File: src/rtl/sipo_rx_pkg.sv
// -----------------------------------------------------------------------------
// sipo_rx_pkg
// Shared constants for the SIPO frame receiver: FSM state encoding and
// serial line levels.
// Ports: none (package).
// -----------------------------------------------------------------------------
package sipo_rx_pkg;

    // state      | meaning
    // -----------+----------------------------------------------
    // ST_IDLE    | line idle, waiting for a start bit
    // ST_DATA    | shifting DATA_W data bits, LSB first
    // ST_PARITY  | sampling the parity bit (PARITY_CHECK_EN only)
    // ST_STOP    | sampling the stop bit, frame completes here
    localparam logic [1:0] ST_IDLE   = 2'd0;
    localparam logic [1:0] ST_DATA   = 2'd1;
    localparam logic [1:0] ST_PARITY = 2'd2;
    localparam logic [1:0] ST_STOP   = 2'd3;

    localparam logic START_BIT  = 1'b1;
    localparam logic STOP_BIT   = 1'b0;
    localparam logic IDLE_LEVEL = 1'b0;

endpackage : sipo_rx_pkg

File: src/rtl/sipo_frame_receiver_if.sv
// -----------------------------------------------------------------------------
// sipo_frame_receiver_if
// Bundles the serial line, the output word handshake and the status flags of
// the SIPO frame receiver.
//   serial_in  : serial line, one bit per clk
//   data_out   : received word, LSB = first data bit
//   data_valid : data_out holds an unconsumed word
//   data_ready : consumer accepts data_out
//   frame_err  : one-cycle pulse on a bad stop bit
//   overrun    : one-cycle pulse when a completed frame is dropped
//   parity_err : parity flag, qualified by data_valid
// Modports: master = line driver / consumer side, slave = receiver.
// -----------------------------------------------------------------------------
interface sipo_frame_receiver_if #(
    parameter int DATA_W = 8
);
    logic              serial_in;
    logic [DATA_W-1:0] data_out;
    logic              data_valid;
    logic              data_ready;
    logic              frame_err;
    logic              overrun;
    logic              parity_err;

    modport master (
        output serial_in,
        output data_ready,
        input  data_out,
        input  data_valid,
        input  frame_err,
        input  overrun,
        input  parity_err
    );

    modport slave (
        input  serial_in,
        input  data_ready,
        output data_out,
        output data_valid,
        output frame_err,
        output overrun,
        output parity_err
    );
endinterface : sipo_frame_receiver_if

File: src/rtl/sipo_shift_reg.sv
// -----------------------------------------------------------------------------
// sipo_shift_reg
// DATA_W-bit serial-in parallel-out shift register. Bits enter at the MSB and
// move toward the LSB, so after DATA_W enabled cycles the first bit received
// sits in bit 0.
//   clk        : clock
//   rst        : asynchronous active-low reset (clears the register)
//   i_shift_en : shift one bit in this cycle
//   i_bit      : serial bit to shift in
//   o_q        : parallel contents
// -----------------------------------------------------------------------------
module sipo_shift_reg #(
    parameter int DATA_W = 8
) (
    input  logic              clk,
    input  logic              rst,
    input  logic              i_shift_en,
    input  logic              i_bit,
    output logic [DATA_W-1:0] o_q
);

    logic [DATA_W-1:0] r_q;

    always_ff @(posedge clk or negedge rst) begin
        if (!rst) begin
            r_q <= '0;
        end else if (i_shift_en) begin
            r_q <= {i_bit, r_q[DATA_W-1:1]};
        end
    end

    assign o_q = r_q;

endmodule : sipo_shift_reg

File: src/rtl/sipo_frame_receiver.sv
// -----------------------------------------------------------------------------
// sipo_frame_receiver
// Receives frames of: start bit (1), DATA_W data bits LSB first, optional
// parity bit, stop bit (0). The line idles at 0. Completed words are held in
// a one-entry output buffer with a valid/ready handshake.
//   clk : clock, all state changes on the rising edge
//   rst : asynchronous active-low reset
//   bus : sipo_frame_receiver_if.slave (serial_in, data_ready in;
//         data_out, data_valid, frame_err, overrun, parity_err out)
// Build option: define PARITY_CHECK_EN to expect an even-parity bit after the
// data bits; without it parity_err is tied to 0.
// -----------------------------------------------------------------------------
module sipo_frame_receiver
    import sipo_rx_pkg::*;
#(
    parameter int DATA_W = 8
) (
    input  logic                 clk,
    input  logic                 rst,
    sipo_frame_receiver_if.slave bus
);

    localparam int CNT_W = $clog2(DATA_W);

    logic [1:0]        r_state;
    logic [CNT_W-1:0]  r_cnt;
    logic [DATA_W-1:0] r_data_out;
    logic              r_data_valid;
    logic              r_frame_err;
    logic              r_overrun;

    logic [DATA_W-1:0] w_shift_q;
    logic              w_shift_en;
    logic              w_stop_cycle;
    logic              w_stop_ok;
    logic              w_xfer;
    logic              w_load;
    logic              w_drop;

    sipo_shift_reg #(
        .DATA_W (DATA_W)
    ) u_shift (
        .clk        (clk),
        .rst        (rst),
        .i_shift_en (w_shift_en),
        .i_bit      (bus.serial_in),
        .o_q        (w_shift_q)
    );

    assign w_shift_en   = (r_state == ST_DATA);
    assign w_stop_cycle = (r_state == ST_STOP);
    assign w_stop_ok    = w_stop_cycle && (bus.serial_in == STOP_BIT);
    assign w_xfer       = r_data_valid && bus.data_ready;
    // A completing frame loads if the buffer is empty or is being emptied
    // on this same edge; otherwise it is dropped.
    assign w_load       = w_stop_ok && (!r_data_valid || w_xfer);
    assign w_drop       = w_stop_ok && r_data_valid && !bus.data_ready;

    // Bit counter runs down from DATA_W-1; terminal count 0 ends the data phase.
    always_ff @(posedge clk or negedge rst) begin
        if (!rst) begin
            r_state <= ST_IDLE;
            r_cnt   <= '0;
        end else begin
            case (r_state)
                ST_IDLE: begin
                    if (bus.serial_in == START_BIT) begin
                        r_state <= ST_DATA;
                        r_cnt   <= CNT_W'(DATA_W - 1);
                    end
                end
                ST_DATA: begin
                    if (r_cnt == '0) begin
`ifdef PARITY_CHECK_EN
                        r_state <= ST_PARITY;
`else
                        r_state <= ST_STOP;
`endif
                    end else begin
                        r_cnt <= r_cnt - 1'b1;
                    end
                end
`ifdef PARITY_CHECK_EN
                ST_PARITY: r_state <= ST_STOP;
`endif
                // A bad stop bit also lands in IDLE, so it is never taken
                // as the start of a new frame.
                ST_STOP: r_state <= ST_IDLE;
                default: r_state <= ST_IDLE;
            endcase
        end
    end

    always_ff @(posedge clk or negedge rst) begin
        if (!rst) begin
            r_data_out   <= '0;
            r_data_valid <= 1'b0;
            r_frame_err  <= 1'b0;
            r_overrun    <= 1'b0;
        end else begin
            r_frame_err <= w_stop_cycle && (bus.serial_in != STOP_BIT);
            r_overrun   <= w_drop;
            if (w_load) begin
                r_data_out   <= w_shift_q;
                r_data_valid <= 1'b1;
            end else if (w_xfer) begin
                r_data_valid <= 1'b0;
            end
        end
    end

`ifdef PARITY_CHECK_EN
    logic r_par_bit;
    logic r_parity_err;

    always_ff @(posedge clk or negedge rst) begin
        if (!rst) begin
            r_par_bit    <= 1'b0;
            r_parity_err <= 1'b0;
        end else begin
            if (r_state == ST_PARITY) begin
                r_par_bit <= bus.serial_in;
            end
            // Even parity over data plus parity bit; an odd total flags an error.
            if (w_load) begin
                r_parity_err <= ^{w_shift_q, r_par_bit};
            end
        end
    end

    assign bus.parity_err = r_parity_err;
`else
    assign bus.parity_err = 1'b0;
`endif

    assign bus.data_out   = r_data_out;
    assign bus.data_valid = r_data_valid;
    assign bus.frame_err  = r_frame_err;
    assign bus.overrun    = r_overrun;

endmodule : sipo_frame_receiver

File: src/flat_wrapper.sv
// flat-port wrapper written by rule: the top's interface ports become plain ports
module sipo_frame_receiver_flat import sipo_rx_pkg::*;
#(
    parameter int DATA_W = 8
)
  (clk, rst, bus_serial_in, bus_data_ready, bus_data_out, bus_data_valid, bus_frame_err, bus_overrun, bus_parity_err);
  sipo_frame_receiver_if #(.DATA_W(DATA_W)) bus_i ();
  input  logic clk;
  input  logic rst;
  input wire logic [$bits(bus_i.serial_in)-1:0] bus_serial_in;
  input wire logic [$bits(bus_i.data_ready)-1:0] bus_data_ready;
  output wire logic [$bits(bus_i.data_out)-1:0] bus_data_out;
  output wire logic [$bits(bus_i.data_valid)-1:0] bus_data_valid;
  output wire logic [$bits(bus_i.frame_err)-1:0] bus_frame_err;
  output wire logic [$bits(bus_i.overrun)-1:0] bus_overrun;
  output wire logic [$bits(bus_i.parity_err)-1:0] bus_parity_err;
  assign bus_i.serial_in = bus_serial_in;
  assign bus_i.data_ready = bus_data_ready;
  assign bus_data_out = bus_i.data_out;
  assign bus_data_valid = bus_i.data_valid;
  assign bus_frame_err = bus_i.frame_err;
  assign bus_overrun = bus_i.overrun;
  assign bus_parity_err = bus_i.parity_err;
  sipo_frame_receiver #(.DATA_W(DATA_W)) u_core (.clk(clk), .rst(rst), .bus(bus_i));
endmodule
File: config.mk
export PLATFORM = sky130hd
export DESIGN_NAME = sipo_frame_receiver_flat
export DESIGN_NICKNAME = d
export VERILOG_FILES = /design/src/rtl/sipo_rx_pkg.sv /design/src/rtl/sipo_frame_receiver_if.sv /design/src/rtl/sipo_shift_reg.sv /design/src/rtl/sipo_frame_receiver.sv /design/src/flat_wrapper.sv
export SDC_FILE = /design/constraint.sdc
export NUM_CORES = 1
export LEC_CHECK = 0
export ABC_AREA = 1
export CAP_MARGIN = 10
export CORE_UTILIZATION = 51
export DETAILED_ROUTE_END_ITERATION = 7
export GPL_TIMING_DRIVEN = 0
export PLACE_DENSITY_LB_ADDON = 0.25
export SETUP_SLACK_MARGIN = 0.02
export SYNTH_ARGS = -nofsm -noshare
export SYNTH_HDL_FRONTEND = slang
export SYNTH_SLANG_ARGS = --single-unit
File: constraint.sdc
create_clock -name clk -period 1.12 [get_ports clk]
set_input_delay 0.224 -clock clk [delete_from_list [all_inputs] [get_ports clk]]
set_output_delay 0.224 -clock clk [all_outputs]
set_load 0.01 [all_outputs]
# Word level (Yosys, flattened, before mapping)
# Cells that the tools add are included.
# totals
rom_bits	0
input_bits	4
word_cells	37
ff_bits	24
mem_bits_rw	0
mem_count	0
latch_bits	0
# op_classes
n_mul	0
n_bitwise	1
n_eq_ne	5
magnitude_cmp	0
n_reduce_logical	15
add_sub_neg	1
n_div	0
shifts	0
n_mux	8
# op_table
op	count
1-bit logical AND	6
3-bit two-way mux	2
3-bit one-hot mux with 2 select lines	1
2-bit two-way mux	2
2-bit inequality test, second input constant	2
2-bit one-hot mux with 2 select lines	1
2-bit nonzero test	2
3-bit logical NOT	1
3-bit AND reduction	1
3-bit by 1-bit subtractor with 3-bit output, second input constant	1
2-bit by 1-bit equality test with 1-bit output, second input constant	1
2-bit equality test, second input constant	1
1-bit logical NOT	2
2-bit logical NOT	1
1-bit two-way mux	2
2-bit by 1-bit inequality test with 1-bit output, second input constant	1
2-bit AND reduction	1
1-bit logical OR	1
1-bit NOT	1

# Logic depth before layout (Yosys ltp)
# Gate-level depths: netlist of run 1.
# logic_depth
word_depth	4
ltp_mapped	7

# Cells and area by module
# Synthesis of run 1 repeated with hierarchy kept, for this count alone.
# hier_totals
cells_unflattened	117
hier_area_um2	1046.0
# by_module_without_submodules
mod	cells_each	seq_area_each_um2	n_inst	area_each_um2
sipo_frame_receiver	83	400.4	1	740.7
sipo_shift_reg	34	200.2	1	305.3

# Worst setup path before layout of run 1
# OpenSTA, ideal clock, no wires.
# synth_timing
path_type	register -> register
start	register u_core.r_cnt[0]
end	register u_core.r_cnt[2]
setup_ps	117
n_path_buf	0
synth_period_minus_slack_ps	1001
arrival_time_ps	885
required_ps	1003
slack_ps	119
stages_incl_launch_ff	8
path_cell_list	dfrtp_1 -> inv_1 -> ha_1 -> nand2_1 -> nand2_1 -> nand2_1 -> nand2_1 -> nand2_1
# synth_between
elab_chain_len	3
elab_cells_between_ends	6
classes_between	add/sub (1); eq/ne (1); mux (2); reduce/logical (2)
# synth_rtl
item	line	source
start: declaration	sipo_frame_receiver.sv:26	logic [CNT_W-1:0] r_cnt;
start signal: assignment	sipo_frame_receiver.sv:69	r_cnt <= CNT_W'(DATA_W - 1);
start signal: assignment	sipo_frame_receiver.sv:80	r_cnt <= r_cnt - 1'b1;
3-bit by 1-bit subtractor with 3-bit output / 3-bit logical NOT (equally long branches)	sipo_frame_receiver.sv:80, sipo_frame_receiver.sv:73	
3-bit two-way mux / 2-bit inequality test (equally long branches)	n/a	
3-bit one-hot mux with 2 select lines / 3-bit AND reduction (equally long branches)	n/a	
# Parallel ways exist; a longest one is shown, timed or not. The select of a mux whose other input is x is not followed.
# A chain may end at the register's enable or synchronous reset.

# Worst setup path in the final report of run 1
# layout_timing
start	register u_core.r_data_out[2] (netlist: u_core.bus.data_out[2])
end	output bus_data_out[2]
# layout_lines
item	line	source
start: declaration	sipo_frame_receiver.sv:27	logic [DATA_W-1:0] r_data_out;
start signal: assignment	sipo_frame_receiver.sv:104	r_data_out <= w_shift_q;
end: declaration	flat_wrapper.sv:12	output wire logic [$bits(bus_i.data_out)-1:0] bus_data_out;
# No word-level cell between the ends.

==> reports/qor.log, run 1 <==
[synth] number of enable flip-flop cells after synthesis 0
[timing] Worst Tran Pin Value 1040 ps
[grt] antenna violations before repair 0
[timing] Max transition margin 0.308
[floorplanning] number of ports placed on the die boundary 16
[synth] synthesized area divided by synthesized cell count 8.92 µm²
[floorplanning] width of the die 46.7 µm
[grt] pin count of the biggest net entering global routing 25
[pwr] proportion of power drawn by combinational gates 0.440
[layout] Final nets 147
[timing] setup TNS 0 ps
[setup_path] signal arrival time at the worst endpoint 870 ps
[route] Starting DRT DRC Count 14
[place] RePlAce Congestion 0.720
[flow_run] max-cap violations 0
[timing] upper clock frequency limit 911 MHz
[timing] count of endpoints failing setup in the final report 0
[outcome] status finished, final reports clean
[synth] fraction of synthesis flops using an asynchronous set or reset pin 1.00
[synth] gate count of the mapped netlist 114
[route] DR vias 797
[worst_hold_path] path category of the worst min-delay check in -> async
[synth] area share of the largest cell type after synthesis 0.590
[timing] Max Clock Skew 8.26 ps
[synth] number of distinct standard cells referenced by the synthesized netlist 14
[place] Placed Area 1190 µm²
[pwr] clock share of power 0.168
[floorplanning] overall die area 2180 µm²
[setup_path] critical path capture point type primary output
[synth] #FFs+latches synth 24
[timing] share of the clock period used by the worst path 0.980
[synth] portion of the post-synthesis area used by sequential elements 0.590
[setup_path] instance count on the critical path 1
[setup_path] largest delay contributor family on the critical path flip-flops
[layout] post-route cell area 1320 µm²
[pwr] Seq pwr share 0.392
[clocking] cell at the root of the clock tree clkbuf_4
[pwr] worst IR drop on VDD 1.95 mV
[synth] ys flop type dfrtp_1
[layout] layout overhead on the synthesized area 29.9%
[timing] clock period minus final worst setup slack 1100 ps
[route] Final ANT Viol Nets 0
[pwr] Leak Pwr 0.715 nW
[clocking] Num CTS Buffers 3
[timing] Final Hold Slack 154 ps
[setup_path] worst stage delay on the critical path 410 ps
[synth] most frequent cells after synthesis nand2_1, dfrtp_1, inv_1
[timing] setup repair after global routing missed its margin true
[route] post-route DRC violation count 0
[grt] via count of the first global-routing pass 719
[timing] final hold violations 0
[route] average wire per cell in the routed design 11.6 µm
[floorplanning] Placeable Area 1800 µm²
[synth] top cells by area in the synthesized netlist dfrtp_1, nand2_1, inv_1, o21ai_2, ha_1
[setup_path] buffers and inverters on the worst path 1
[grt] global router's overall resource usage 0.202
[pwr] power density over cell area 2820 nW/µm²
[setup_path] Critical Path Source Type flop
[timing] max-slew violation count 0
[place] placed wire-length estimate after detailed placement 1250 µm
[route] Via density 4.83
[clocking] clock tree from TritonCTS yes
[floorplanning] initial core utilization 0.565
[route] First-pass DRT Iterations 5
[pwr] internal portion of total power 0.00234 W
[layout] final-layout fill cell count 136
[synth] count of synthesis-stage warnings from yosys 0
[pwr] switching share of power 0.373
[clocking] sink count of the clock tree 24
[pwr] reported net switching power 0.00139 W
[synth] dominant cell by count in the synthesized netlist nand2_1
[layout] share of layout cells above drive strength 1 0.364
[grt] global-route wire length before repair 3000 µm
[floorplanning] count of standard-cell rows 15
[floorplanning] Die Ht 46.7 µm
[clocking] CTS clk-pin slew, worst paths 140 ps
[setup_path] r2r worst-path depth 7
[route] detailed-route wire length 1920 µm
[synth] net count of the mapped netlist 120
[setup_path] category of the critical setup timing path reg -> out
[clocking] level count of the clock H-tree 1
[layout] count of antenna diodes in the layout 0
[place] number of input and output port buffers inserted 14
[clocking] Clock Path Buffers 2
[synth] top cell type by total area after synthesis dfrtp_1
[clocking] source-to-sink clock delay at the later pin of the worst-skew pair 320 ps
[synth] netlist area before placement 1020 µm²
[setup_path] maximum fanout encountered on the critical timing path 2
[grt] total global routing overflow 0
[setup_path] crit-path cells buf_2
[setup_path] cell with the largest stage delay on the worst path dfrtp_1
[setup_path] required time at the worst-slack endpoint 900 ps
## per-stage QoR
step	cells	setup slack (ps)	util	total power [W]
6_report	165	22.2	0.733	0.00373
5_1_grt	165	-22.7	0.733	0.00403
4_1_cts	161	14.4	0.676	0.00342
3_5_place_dp	153	-407	0.660	0.00285
3_3_place_gp	153	-366	0.660	0.00277
2_1_floorplan	114	119	-	0.00235
## state kept, by name, summed over array words and instances, names as in the netlist
name	flops
u_core.r_cnt	3
u_core.u_shift.o_q	8
u_core.bus.data_valid	1
u_core.bus.overrun	1
u_core.bus.data_out	8
u_core.r_state	2
u_core.bus.frame_err	1
## power groups by stage
stage                     logic, W  registers, W  clock network, W
after global placement     0.00135       0.00143                 0
after global routing       0.00187       0.00149          0.000668
final                      0.00164       0.00146          0.000625
after CTS                  0.00137       0.00142          0.000631
after floorplan           0.000876       0.00147                 0
after detailed placement   0.00140       0.00145                 0
## layer usage
metal	vias up	GRT usage	share of wire
li1	395	-	-
met1	380	0.235	0.44
met2	17	0.350	0.52
met3	5	0.0353	0.023
met4	0	0.103	0.022
met5	-	0	0
## final cells by class
cell class	count	area (µm²)	area share
flip-flops and latches	24	603	0.456
multi-input cells	75	392	0.296
repair buffers	22	165	0.125
inverters	12	47.5	0.0360
well taps	25	31.3	0.0237
clock inverters	1	30.0	0.0227
plain buffers	3	30.0	0.0227
clock buffers	3	22.5	0.0170
## worst paths after layout
path                                              from                endpoint  slack (ps)
worst min-delay path                               rst  u_core.bus.data_out[6]         150
worst max register to register         u_core.r_cnt[0]         u_core.r_cnt[2]          70
min in group clk                 u_core.u_shift.o_q[6]  u_core.bus.data_out[6]         490
worst max-delay path            u_core.bus.data_out[2]         bus_data_out[2]          20
worst min register to register   u_core.u_shift.o_q[6]  u_core.bus.data_out[6]         490
max in group asynchronous                          rst       u_core.r_state[1]         270
## kinds of logic after synthesis
group,share of synthesized area
fa+ha+maj,0.0246
simple gates,0.258
other cells,0.00369
compound gates,0.0492
buf+inv,0.0738
flops,0.590
## repair_timing
action	CTS	global route
pin swaps	0	10
resized for setup	46	27
hold buffers	0	0
cloned	0	2
buffers inserted	4	2
setup endpoints to repair	37	22
## placed cells by master, fill, tap and decap left out
cell type / n
nand2_1: 45
nand2_2: 6
inv_4: 1
conb_1: 1
clkbuf_4: 3
nor2_4: 3
dfrtp_2: 2
nand3_2: 3
o21ai_0: 3
nand2_4: 1
nand3_1: 2
clkdlybuf4s15_1: 1
o21ai_2: 4
nor2_2: 1
buf_2: 9
buf_6: 6
bufinv_16: 1
dfrtp_1: 22
ha_1: 2
nor2_1: 4
inv_1: 7
clkdlybuf4s50_1: 2
buf_4: 7
inv_2: 4
Note: power is estimated with default switching activity, not from simulation.
==> inputs of run 2 (changes only) <==
- PLACE_DENSITY: not set -> 0.76
- PLACE_DENSITY_LB_ADDON: 0.25 -> not set
- clock period: 1.12 -> 1.14 ns (I/O delays scaled with it)
==> run 2 against run 1 <==
Effect of this change: combinational power grew 9%; critical path depth grew 5; routed wire length grew 11%; clock power shrank 26%; worst hold slack gained 36 ps; power shrank 1.1%.
==> reports/qor.log, run 2 (synthesized netlist as in run 1, its figures left out) <==
[floorplanning] count of standard-cell rows 15
[setup_path] category of the critical setup timing path reg -> reg
[floorplanning] number of ports placed on the die boundary 16
[timing] share of the clock period used by the worst path 0.988
[clocking] cell at the root of the clock tree clkbuf_4
[layout] commonest non-fill, non-tap cell in the layout nand2_1
[floorplanning] overall die area 2180 µm²
[clocking] CTS clk-pin slew, worst paths 130 ps
[route] Starting DRT DRC Count 8
[timing] setup TNS 0 ps
[route] Final ANT Viol Nets 0
[setup_path] signal arrival time at the worst endpoint 1350 ps
[setup_path] largest delay contributor family on the critical path flip-flops
[floorplanning] Die Ht 46.7 µm
[floorplanning] initial core utilization 0.565
[clocking] clock tree from TritonCTS yes
[setup_path] worst stage delay on the critical path 450 ps
[place] number of input and output port buffers inserted 14
[place] RePlAce Congestion 0.706
[grt] total global routing overflow 0
[clocking] level count of the clock H-tree 1
[timing] Max transition margin 0.301
[floorplanning] Placeable Area 1800 µm²
[route] average wire per cell in the routed design 13.0 µm
[flow_run] max-cap violations 0
[place] placed wire-length estimate after detailed placement 1240 µm
[layout] layout overhead on the synthesized area 29.4%
[grt] global router's overall resource usage 0.192
[setup_path] required time at the worst-slack endpoint 1370 ps
[timing] upper clock frequency limit 888 MHz
[route] First-pass DRT Iterations 3
[timing] final hold violations 0
[setup_path] crit-path cells inv_2 -> nor2_4 -> inv_2 -> buf_4 -> nand2_2 -> o21ai_2
[route] detailed-route wire length 2130 µm
[place] Placed Area 1190 µm²
[timing] Worst Tran Pin Value 1050 ps
[clocking] source-to-sink clock delay at the later pin of the worst-skew pair 320 ps
[setup_path] critical path capture point type flop
[layout] post-route cell area 1320 µm²
[pwr] power density over cell area 2800 nW/µm²
[route] DR vias 793
[setup_path] CP dominant cell by count inv_2
[layout] Final nets 146
[timing] setup repair after global routing missed its margin true
[route] post-route DRC violation count 0
[setup_path] buffers and inverters on the worst path 3
[route] Via density 4.84
[worst_hold_path] path category of the worst min-delay check in -> async
[clocking] Num CTS Buffers 3
[clocking] Clock Path Buffers 2
[grt] antenna violations before repair 0
[grt] global-route wire length before repair 2900 µm
[setup_path] cell with the largest stage delay on the worst path dfrtp_1
[grt] pin count of the biggest net entering global routing 25
[layout] final-layout fill cell count 144
[setup_path] Critical Path Source Type flop
[timing] max-slew violation count 0
[grt] via count of the first global-routing pass 697
[pwr] Leak Pwr 0.726 nW
[setup_path] maximum fanout encountered on the critical timing path 4
[layout] share of layout cells above drive strength 1 0.396
[timing] Max Clock Skew 1.79 ps
[clocking] sink count of the clock tree 24
[timing] clock period minus final worst setup slack 1130 ps
[pwr] worst IR drop on VDD 1.68 mV
[floorplanning] width of the die 46.7 µm
[layout] most frequent cells in the layout nand2_1, dfrtp_1, buf_2
[outcome] status finished, final reports clean
[pwr] overall power 0.00369 W
[timing] count of endpoints failing setup in the final report 0
[layout] count of antenna diodes in the layout 0
[clocking] Hold Buf Count CTS 0
run 2: cell count changes in the layout (fill, tap and decap cells not counted), sizes merged:
cell	previous run	this run
dlygate4sd2	0	1
clkdlybuf4s50	2	1
buf	22	20
dlymetal6s2s	0	1
clkdlybuf4s15	1	0
clkbuf	3	5
bufinv	1	0
run 2: cell type report:
cell class	count	area, µm²	area share
tap	25	31.3	0.0238
multi-input combinational	75	414	0.315
timing repair buffer	21	154	0.117
sequential	24	602	0.457
clock buffer	4	36.3	0.0276
buffer	3	33.8	0.0257
inverter	12	45.0	0.0342
run 2: worst register-to-register path, stage by stage (launching register included):
cell and delay [ps]:
dfrtp_1 450, inv_2 70, nor2_4 180, inv_2 90, buf_4 150, nand2_2 60
o21ai_2 50
run 2: repair_timing:
| item | 4_1_cts | 5_1_grt |
|---|---|---|
| resized for setup | 48 | 26 |
| endpoints found under the setup margin | 38 | 16 |
| buffers inserted | 3 | 2 |
| pin swaps | 0 | 5 |
| gates cloned | 0 | 2 |
run 2: worst paths after layout:
path / from / endpoint / slack, ps / cells past startpoint
min in group clk: bus_serial_in / u_core.bus.frame_err / 240 / 3
setup reg to reg: u_core.r_state[0] / u_core.u_shift.o_q[5] / 10 / 6
setup / recovery: u_core.r_state[0] / u_core.u_shift.o_q[5] / 10 / 6
hold / removal: rst / u_core.r_cnt[0] / 190 / 1
hold reg to reg: u_core.u_shift.o_q[6] / u_core.bus.data_out[6] / 490 / 2
max in group asynchronous: rst / u_core.r_state[1] / 260 / 1
run 2: power breakdown:
| group | internal (W) | total [W] | switching [W] |
|---|---|---|---|
| registers | 0.00120 | 0.00143 | 0.000239 |
| logic | 0.000796 | 0.00179 | 0.000991 |
| clock network | 0.000195 | 0.000464 | 0.000268 |
| total | 0.00219 | 0.00369 | 0.00150 |
run 2: through the flow:
stage	hold slack (ps)	std cells	util	worst slack [ps]
global placement	452	153	0.660	-372
CTS	217	160	0.665	27.9
detailed placement	454	153	0.660	-378
floorplan	-67.6	114	-	139
global route	236	164	0.731	-85.3
finish	190	164	0.731	13.5
run 2: layer usage:
layer | GRT usage | part of all wire
met1 | 0.230 | 0.40
met2 | 0.331 | 0.56
met3 | 0.0353 | 0.022
met4 | 0.0857 | 0.017
met5 | 0 | 0
==> inputs of run 3 (changes only) <==
- CORE_MARGIN: not set -> 2
==> run 3 against run 2 <==
Effect of this change: cell area shrank 5.3%; clock power shrank 23%; clock-buffer cell count shrank 1; critical path depth grew 1; sequential power is essentially flat; maximum frequency grew 3.5%.
==> reports/qor.log, run 3 (synthesized netlist as in run 1, its figures left out) <==
[outcome] status finished, final reports clean
[route] average wire per cell in the routed design 11.7 µm
[timing] Final Hold Slack 221 ps
[route] Final ANT Viol Nets 0
[route] post-route DRC violation count 0
[clocking] clock tree from TritonCTS yes
[layout] post-route cell area 1250 µm²
[pwr] power density over cell area 2670 nW/µm²
[floorplanning] Placeable Area 1920 µm²
[place] Placed Area 1190 µm²
[setup_path] maximum fanout encountered on the critical timing path 3
[route] First-pass DRT Iterations 4
[timing] Worst Tran Pin Value 1060 ps
[setup_path] signal arrival time at the worst endpoint 1300 ps
[worst_hold_path] path category of the worst min-delay check in -> async
[grt] global router's overall resource usage 0.177
[grt] global-route wire length before repair 3260 µm
[timing] final hold violations 0
[floorplanning] initial core utilization 0.529
[grt] Global Route met3 Usage 0.0401
[timing] setup repair after global routing missed its margin true
[place] number of input and output port buffers inserted 14
[floorplanning] count of standard-cell rows 16
[timing] count of endpoints failing setup in the final report 0
[grt] met1 demand-to-capacity share in global routing 0.202
[route] Via density 4.65
[pwr] worst IR drop on VDD 1.60 mV
[timing] Max transition margin 0.290
[clocking] Hold Buf Count CTS 0
[setup_path] Critical Path Source Type flop
[pwr] overall power 0.00333 W
[floorplanning] number of ports placed on the die boundary 16
[clocking] sink count of the clock tree 24
[clocking] cell at the root of the clock tree clkbuf_4
[clocking] level count of the clock H-tree 1
[grt] global routing usage on met2 0.324
[timing] Max Clock Skew 1.84 ps
[grt] pin count of the biggest net entering global routing 25
[place] RePlAce Congestion 0.708
[grt] total global routing overflow 0
[route] DR vias 758
[grt] antenna violations before repair 0
[layout] most frequent cells in the layout nand2_1, dfrtp_1, buf_2
[timing] clock period minus final worst setup slack 1090 ps
[layout] share of layout cells above drive strength 1 0.301
[clocking] CTS clk-pin slew, worst paths 120 ps
[setup_path] critical path capture point type flop
[setup_path] setup slack of the most critical reg-to-reg path 50 ps
[clocking] source-to-sink clock delay at the later pin of the worst-skew pair 300 ps
[clocking] Num CTS Buffers 3
[floorplanning] overall die area 2370 µm²
[place] placed wire-length estimate after detailed placement 1310 µm
[layout] count of antenna diodes in the layout 0
[floorplanning] width of the die 48.7 µm
[setup_path] required time at the worst-slack endpoint 1350 ps
[grt] via count of the first global-routing pass 765
[timing] upper clock frequency limit 919 MHz
[floorplanning] Die Ht 48.7 µm
[grt] Most Crowded Layer GR met2
[timing] share of the clock period used by the worst path 0.954
[pwr] Leak Pwr 0.681 nW
[flow_run] max-cap violations 0
[clocking] Clock Path Buffers 2
[layout] layout overhead on the synthesized area 22.5%
[layout] Final nets 144
[timing] max-slew violation count 0
[layout] commonest non-fill, non-tap cell in the layout nand2_1
[route] Starting DRT DRC Count 9
[setup_path] category of the critical setup timing path reg -> reg
[route] detailed-route wire length 1910 µm
run 3: cell count changes in the layout (fill, tap and decap cells not counted), moves of 2 or more:
cell	before	now
nand2_1	40	47
nand2_2	9	4
nand3_2	3	0
inv_1	6	8
inv_2	6	4
nand2_4	3	1
nand3_1	2	4
run 3: layout make-up:
cell class	instances	area, µm²
fillers	177	676
repair buffers	19	134
flip-flops and latches	24	602
clock buffers	3	22.5
plain buffers	3	30.0
multi-input cells	75	379
inverters	12	45.0
well taps	27	33.8
run 3: what timing repair did:
| item | CTS | global route |
|---|---|---|
| setup buffers | 2 | 3 |
| pin swaps | 0 | 3 |
| setup endpoints to repair | 41 | 12 |
| resized for setup | 47 | 12 |
run 3: final timing paths:
check,start,endpoint,cells after the start
setup / recovery,u_core.r_cnt[1],u_core.r_cnt[2],7
hold / removal,rst,u_core.bus.overrun,1
setup reg to reg,u_core.r_cnt[1],u_core.r_cnt[2],7
hold reg to reg,u_core.u_shift.o_q[6],u_core.bus.data_out[6],2
max in group asynchronous,rst,u_core.r_state[1],1
min in group clk,u_core.u_shift.o_q[6],u_core.bus.data_out[6],2
run 3: power by group:
part           total (W)  switching, W  internal (W)
Combinational    0.00155      0.000864      0.000690
Clock           0.000355      0.000231      0.000123
Sequential       0.00142      0.000224       0.00120
Total            0.00333       0.00132       0.00201
run 3: per-stage QoR:
stage | util | worst slack, ps | setup TNS, ps | cells
2_1_floorplan | - | 139 | 0 | 114
3_3_place_gp | 0.620 | -361 | -10530 | 155
3_5_place_dp | 0.620 | -381 | -11370 | 155
4_1_cts | 0.613 | 28.7 | 0 | 160
5_1_grt | 0.648 | -5.25 | -5.25 | 163
6_report | 0.648 | 52.0 | 0 | 163
run 3: per-layer routing:
| layer | vias up | share of wire |
|---|---|---|
| met5 | - | 0 |
| met4 | 0 | 0.010 |
| met3 | 4 | 0.040 |
| met2 | 12 | 0.53 |
| met1 | 350 | 0.42 |
| li1 | 392 | - |
run 3: worst max-delay path, cell delays in order (launching register included):
cell     delay [ps]
dfrtp_1         420
inv_1            80
ha_1            150
nand2_2          60
nand2_2          80
nand2_2          70
nand2_1          70
nand2_1          50
